[config.mk]
export PLATFORM = sky130hd
export DESIGN_NAME = inv_key_schedule
export DESIGN_NICKNAME = d
export VERILOG_FILES = /design/src/rtl/inv_key_schedule.sv
export SDC_FILE = /design/constraint.sdc
export NUM_CORES = 2
export LEC_CHECK = 0
export BUFFER_PORTS_ARGS = -buffer_cell sky130_fd_sc_hd__buf_2
export CAP_MARGIN = 10
export CORE_UTILIZATION = 54
export CTS_BUF_LIST = sky130_fd_sc_hd__clkbuf_4
export DETAILED_ROUTE_END_ITERATION = 10
export MAX_ROUTING_LAYER = met4
export PLACE_DENSITY = 0.73
export SYNTH_ARGS = -nofsm -noshare
export SYNTH_HDL_FRONTEND = slang
export SYNTH_SLANG_ARGS = --single-unit
[constraint.sdc]
create_clock -name clk -period 30.6 [get_ports clk]
set_clock_uncertainty 0.15 [all_clocks]
set_input_delay 6.12 -clock clk [delete_from_list [all_inputs] [get_ports clk]]
set_output_delay 6.12 -clock clk [all_outputs]
set_load 0.02 [all_outputs]
[src/rtl/inv_key_schedule.sv]
// rtl/inv_key_schedule.sv - AES-128 inverse key expansion, round 10 down to round 0, one key per handshake

// Forward AES byte S-box: multiplicative inverse in GF(2^8) followed by the affine map.
module aes_sbox (
  input  logic [7:0] i_byte,
  output logic [7:0] o_byte
);

  function automatic logic [7:0] gf_mul(input logic [7:0] a, input logic [7:0] b);
    logic [7:0] p;
    logic [7:0] t;
    p = 8'h00;
    t = a;
    for (int i = 0; i < 8; i++) begin
      if (b[i]) p = p ^ t;
      t = {t[6:0], 1'b0} ^ (t[7] ? 8'h1b : 8'h00);
    end
    return p;
  endfunction

  function automatic logic [7:0] rotl1(input logic [7:0] v);
    return {v[6:0], v[7]};
  endfunction

  logic [7:0] w_x2, w_x3, w_x6, w_x7, w_x14, w_x15, w_x30, w_x31;
  logic [7:0] w_x62, w_x63, w_x126, w_x127, w_inv;
  logic [7:0] w_r1, w_r2, w_r3, w_r4;

  // Inverse as x^254 via a square-and-multiply chain; 0 maps to 0 naturally.
  always_comb begin
    w_x2   = gf_mul(i_byte, i_byte);
    w_x3   = gf_mul(w_x2, i_byte);
    w_x6   = gf_mul(w_x3, w_x3);
    w_x7   = gf_mul(w_x6, i_byte);
    w_x14  = gf_mul(w_x7, w_x7);
    w_x15  = gf_mul(w_x14, i_byte);
    w_x30  = gf_mul(w_x15, w_x15);
    w_x31  = gf_mul(w_x30, i_byte);
    w_x62  = gf_mul(w_x31, w_x31);
    w_x63  = gf_mul(w_x62, i_byte);
    w_x126 = gf_mul(w_x63, w_x63);
    w_x127 = gf_mul(w_x126, i_byte);
    w_inv  = gf_mul(w_x127, w_x127);
    w_r1   = rotl1(w_inv);
    w_r2   = rotl1(w_r1);
    w_r3   = rotl1(w_r2);
    w_r4   = rotl1(w_r3);
    o_byte = w_inv ^ w_r1 ^ w_r2 ^ w_r3 ^ w_r4 ^ 8'h63;
  end

endmodule

// Walks the key schedule backwards so the inverse cipher gets keys in application order.
module inv_key_schedule (
  input  logic         clk,
  input  logic         rst,
  input  logic         start,
  input  logic [127:0] key_in,
  output logic         busy,
  output logic         key_valid,
  input  logic         key_ready,
  output logic [127:0] key_out,
  output logic [3:0]   round_out,
  output logic         last
);

  typedef enum logic {
    ST_IDLE = 1'b0,
    ST_RUN  = 1'b1
  } state_t;

  state_t       r_state;
  state_t       w_state_nxt;
  logic [127:0] r_key;
  logic [3:0]   r_round;
  logic [7:0]   r_rcon;

  logic         w_load;
  logic         w_step;

  logic [31:0]  w_w0, w_w1, w_w2, w_w3;
  logic [31:0]  w_p0, w_p1, w_p2, w_p3;
  logic [31:0]  w_rot;
  logic [31:0]  w_sub;
  logic [127:0] w_prev_key;
  logic [7:0]   w_rcon_nxt;

  assign w_w0 = r_key[127:96];
  assign w_w1 = r_key[95:64];
  assign w_w2 = r_key[63:32];
  assign w_w3 = r_key[31:0];

  // Undo the forward XOR chain; w3' feeds the SubWord path of w0'.
  assign w_p3  = w_w3 ^ w_w2;
  assign w_p2  = w_w2 ^ w_w1;
  assign w_p1  = w_w1 ^ w_w0;
  assign w_rot = {w_p3[23:0], w_p3[31:24]};

  genvar g;
  generate
    for (g = 0; g < 4; g++) begin : g_sbox
      aes_sbox u_sbox (
        .i_byte (w_rot[8*g +: 8]),
        .o_byte (w_sub[8*g +: 8])
      );
    end
  endgenerate

  assign w_p0       = w_w0 ^ w_sub ^ {r_rcon, 24'h000000};
  assign w_prev_key = {w_p0, w_p1, w_p2, w_p3};

  // Rcon runs backwards by dividing by x in GF(2^8); 01h steps to the unused 8Dh.
  assign w_rcon_nxt = r_rcon[0] ? ((r_rcon >> 1) ^ 8'h8d) : (r_rcon >> 1);

  // State register.
  always_ff @(posedge clk or posedge rst) begin
    if (rst) r_state <= ST_IDLE;
    else     r_state <= w_state_nxt;
  end

  // Next state, status outputs and datapath strobes; start is only looked at in IDLE.
  always_comb begin
    w_state_nxt = r_state;
    w_load      = 1'b0;
    w_step      = 1'b0;
    busy        = 1'b0;
    key_valid   = 1'b0;
    case (r_state)
      ST_IDLE: begin
        if (start) begin
          w_state_nxt = ST_RUN;
          w_load      = 1'b1;
        end
      end
      ST_RUN: begin
        busy      = 1'b1;
        key_valid = 1'b1;
        if (key_ready) begin
          if (r_round == 4'd0) w_state_nxt = ST_IDLE;
          else                 w_step      = 1'b1;
        end
      end
      default: w_state_nxt = ST_IDLE;
    endcase
  end

  // Key, round index and rcon registers; they hold during stalls and after the final key.
  always_ff @(posedge clk or posedge rst) begin
    if (rst) begin
      r_key   <= 128'h0;
      r_round <= 4'd0;
      r_rcon  <= 8'h36;
    end else if (w_load) begin
      r_key   <= key_in;
      r_round <= 4'd10;
      r_rcon  <= 8'h36;
    end else if (w_step) begin
      r_key   <= w_prev_key;
      r_round <= r_round - 4'd1;
      r_rcon  <= w_rcon_nxt;
    end
  end

  assign key_out   = r_key;
  assign round_out = r_round;
  assign last      = key_valid & (r_round == 4'd0);

endmodule

==> results.md <==
* Setup-failing EPs final at 0
* Cell chosen for the clock root: clkbuf_4
* Crit share post-route at 0.897
* Boundary Pins at 267
* Clk slew on worst S/H paths at ~0.22 ns
* Drt via density at 6.32
* Post-detailed-route wirelength per cell at 21.8 um
* Sink of the worst hold path: r_rcon[1]
* Fraction of layout instances using a drive strength above 1 at 0.116
* Clock tree from TritonCTS: built
* Number of nets in the layout at 8118
* Resized Gates After CTS at 0
* Worst slew margin relative to its limit at 0.149
* Total length of routed wires at 207000 um
* Initial standard-cell utilization of the core at 0.546
* Clock buffers created by TritonCTS at 17
* Top delay family on crit path: XOR/XNOR gates
* Number of synthesized register bits at 141
* Sum Neg Setup Slack at 0 ns
* Starting DRC count in detailed routing at 7564
* Max frequency at 36.4 MHz
* Number of buffer cells added on primary ports at 266
* Commonest cells post-synth: xnor2_1, nor2_1, nand2_1
* Area of the multi-input gates at a little under 60000 um^2
* Die area at 121000 um^2
* Number of instances in the synthesized netlist at roughly 8100
* Area delta synth->final at 2.95%
* Unrepaired setup endpoints after global routing: false
* Critical path's most frequent cell: xnor2_1
* DR DRC count at 0
* Data required time at the worst endpoint at around 31 ns
* Most common cell in the netlist: xnor2_1
* Type of element launching the critical path: register
* Number of antenna violations at the first check in global routing at 10
* Slowest cell on crit path: xnor3_1
* Reg-to-reg critical path endpoint: key_out[110]
* Post-synth cell types at 152
* Arr. time, crit path at 28.06 ns
* Worst reg2reg path startpoint: key_out[7]
* X dimension of the die at 348 um
* Core area at 118000 um^2
* Maximum buffer depth of the clock tree at 2
* Overflow left after global routing at 0
* First-pass GRT wire length at 322000 um
* Buf+Inv Stages, Crit Path at 6
* Via count of the routed design at 60200
* Length of the first detailed-routing pass in iterations at 9
* Height of the chip at 348 um
* Hold depth at 2
* Worst Tran Pin Value at 1.27 ns
* Number of cell instances on the worst register-to-register path at 74
* Post-route core utilization at 0.562
* Area of the mapped netlist at 64600 um^2
* R2r setup slk at 3.14 ns
* Maximum number of pins on one net before global-route repair at 97
* Sequential cell area at ~3500 um^2
* Nets in the synthesized netlist at 8292
* Kind of path behind the tightest hold check: reg2reg
* Status: finished, final reports clean
* Kind of capture point of the worst setup path: register
* Biggest cell delay along the critical path at 0.84 ns
* Number of fillers in the final layout at between 10000 and 15000
* Final hold viol count at 0
* Vias in the first global route at 55700
* Cell type contributing the most total cell area after synthesis: xnor2_1
* Worst setup path class: reg2reg
* Critical-path maximum fanout at 30
* Max Transition Viols Final at 0
* Row count at 126
* EDFF count, synth at 0
* Mapped Avg Cell Area at roughly 7.9 um^2
* Final period demand of the worst path at 27.46 ns
* GRT Overall Usage at 0.340
* Htree depth at 4
* Clock latency on the worst-skew pair at 0.90 ns
* HPWL after detailed placement at between 100000 and 150000 um
* Top post-synthesis cells by area: xnor2_1, xnor3_1, xor2_1, nor2_1, nand2_1
* Count of hold buffers inserted by post-cts repair at 0
* Yosys Warn Count at 0
* Total clock sinks at 141
* Top FF cell, synth: dfrtp_1
* Portion of synthesized cell area occupied by the leading cell type at 0.187
* Final GP Congestion at between 0.9 and 1
* Antenna Nets Post-Route at 0
* Buffers inserted during post-CTS setup optimization at 0
* Number of max-cap violations at 0
* Hold path start: r_rcon[2]
* Fraction of registers with async set or reset after synthesis at 1.00
* Sequential fraction of the synthesis area at 0.0547
==> state kept, by name (all words and copies together) (netlist names) <==
name,cells
key_out,128
r_rcon,8
r_state,1
round_out,4
==> routing by layer <==
metal	part of all wire	up-vias	routed length (um)	GRT usage
li1	-	27800	-	-
met2	0.45	3315	92700	0.519
met4	0.029	0	5930	0.0997
met5	0	-	0	-
met3	0.11	422	22400	0.0561
met1	0.42	28700	86500	0.462
==> placed cells by master (no fill, tap or decap), types with 70 or more instances in the layout <==
master   count
xnor2_1   1358
nor2_1    1028
nand2_1    995
xor2_1     550
o21ai_0    375
xnor3_1    357
a21oi_1    353
buf_2      266
mux2i_1    203
nor3_1     194
nand3_1    178
buf_4      155
xnor2_2    138
dfrtp_1    137
o22ai_1    110
a22oi_1     70
==> stage by stage <==
step,std cells,hold slack [ns],worst slack (ns),area (um^2)
floorplan,8134,0.328,8.73,64600
global placement,9477,0.339,4.06,66100
detailed placement,9477,0.348,3.66,66100
CTS,9509,0.302,3.52,66400
global route,9518,0.341,1.53,66400
finish,9521,0.285,3.14,66500
==> area by class of cell <==
| cell class | count | share of cell area |
|---|---|---|
| inverter | 85 | 0.00491 |
| tap | 1536 | 0.0289 |
| antenna | 12 | 0.000452 |
| sequential | 141 | 0.0532 |
| clock buffer | 17 | 0.00192 |
| timing repair buffer | 421 | 0.0375 |
| clock inverter | 15 | 0.00222 |
| multi-input combinational | 7294 | 0.871 |
==> worst max-delay path by stage <==
stage          slack [ns]  cells past startpoint      endpoint        start
2_1_floorplan        8.73                     85  key_out[123]  key_out[49]
3_3_place_gp         4.06                     74  key_out[117]  key_out[44]
3_5_place_dp         3.66                     74  key_out[110]   key_out[7]
4_1_cts              3.52                     76  key_out[112]  key_out[44]
5_1_grt              1.53                     74  key_out[110]   key_out[7]
6_report             3.14                     74  key_out[110]   key_out[7]
==> logic make-up after synthesis <==
logic type / Yosys count / synth area share
compound gates: 1618 / 0.168
fa+ha+maj: 29 / 0.00550
mux: 237 / 0.0382
flops: 141 / 0.0547
simple gates: 2799 / 0.191
buf+inv: 699 / 0.0626
xor+xnor: 2611 / 0.481
==> tightest hold or removal path: cells and delay by family (launching register included) <==
family           cells  cell delay, ns
DFF                  1            0.41
and+or+nand+nor      2            0.12
Power is left out: the tool's default activity adds up to more than one toggle a clock period on the data nets, which glitch-free logic cannot reach.
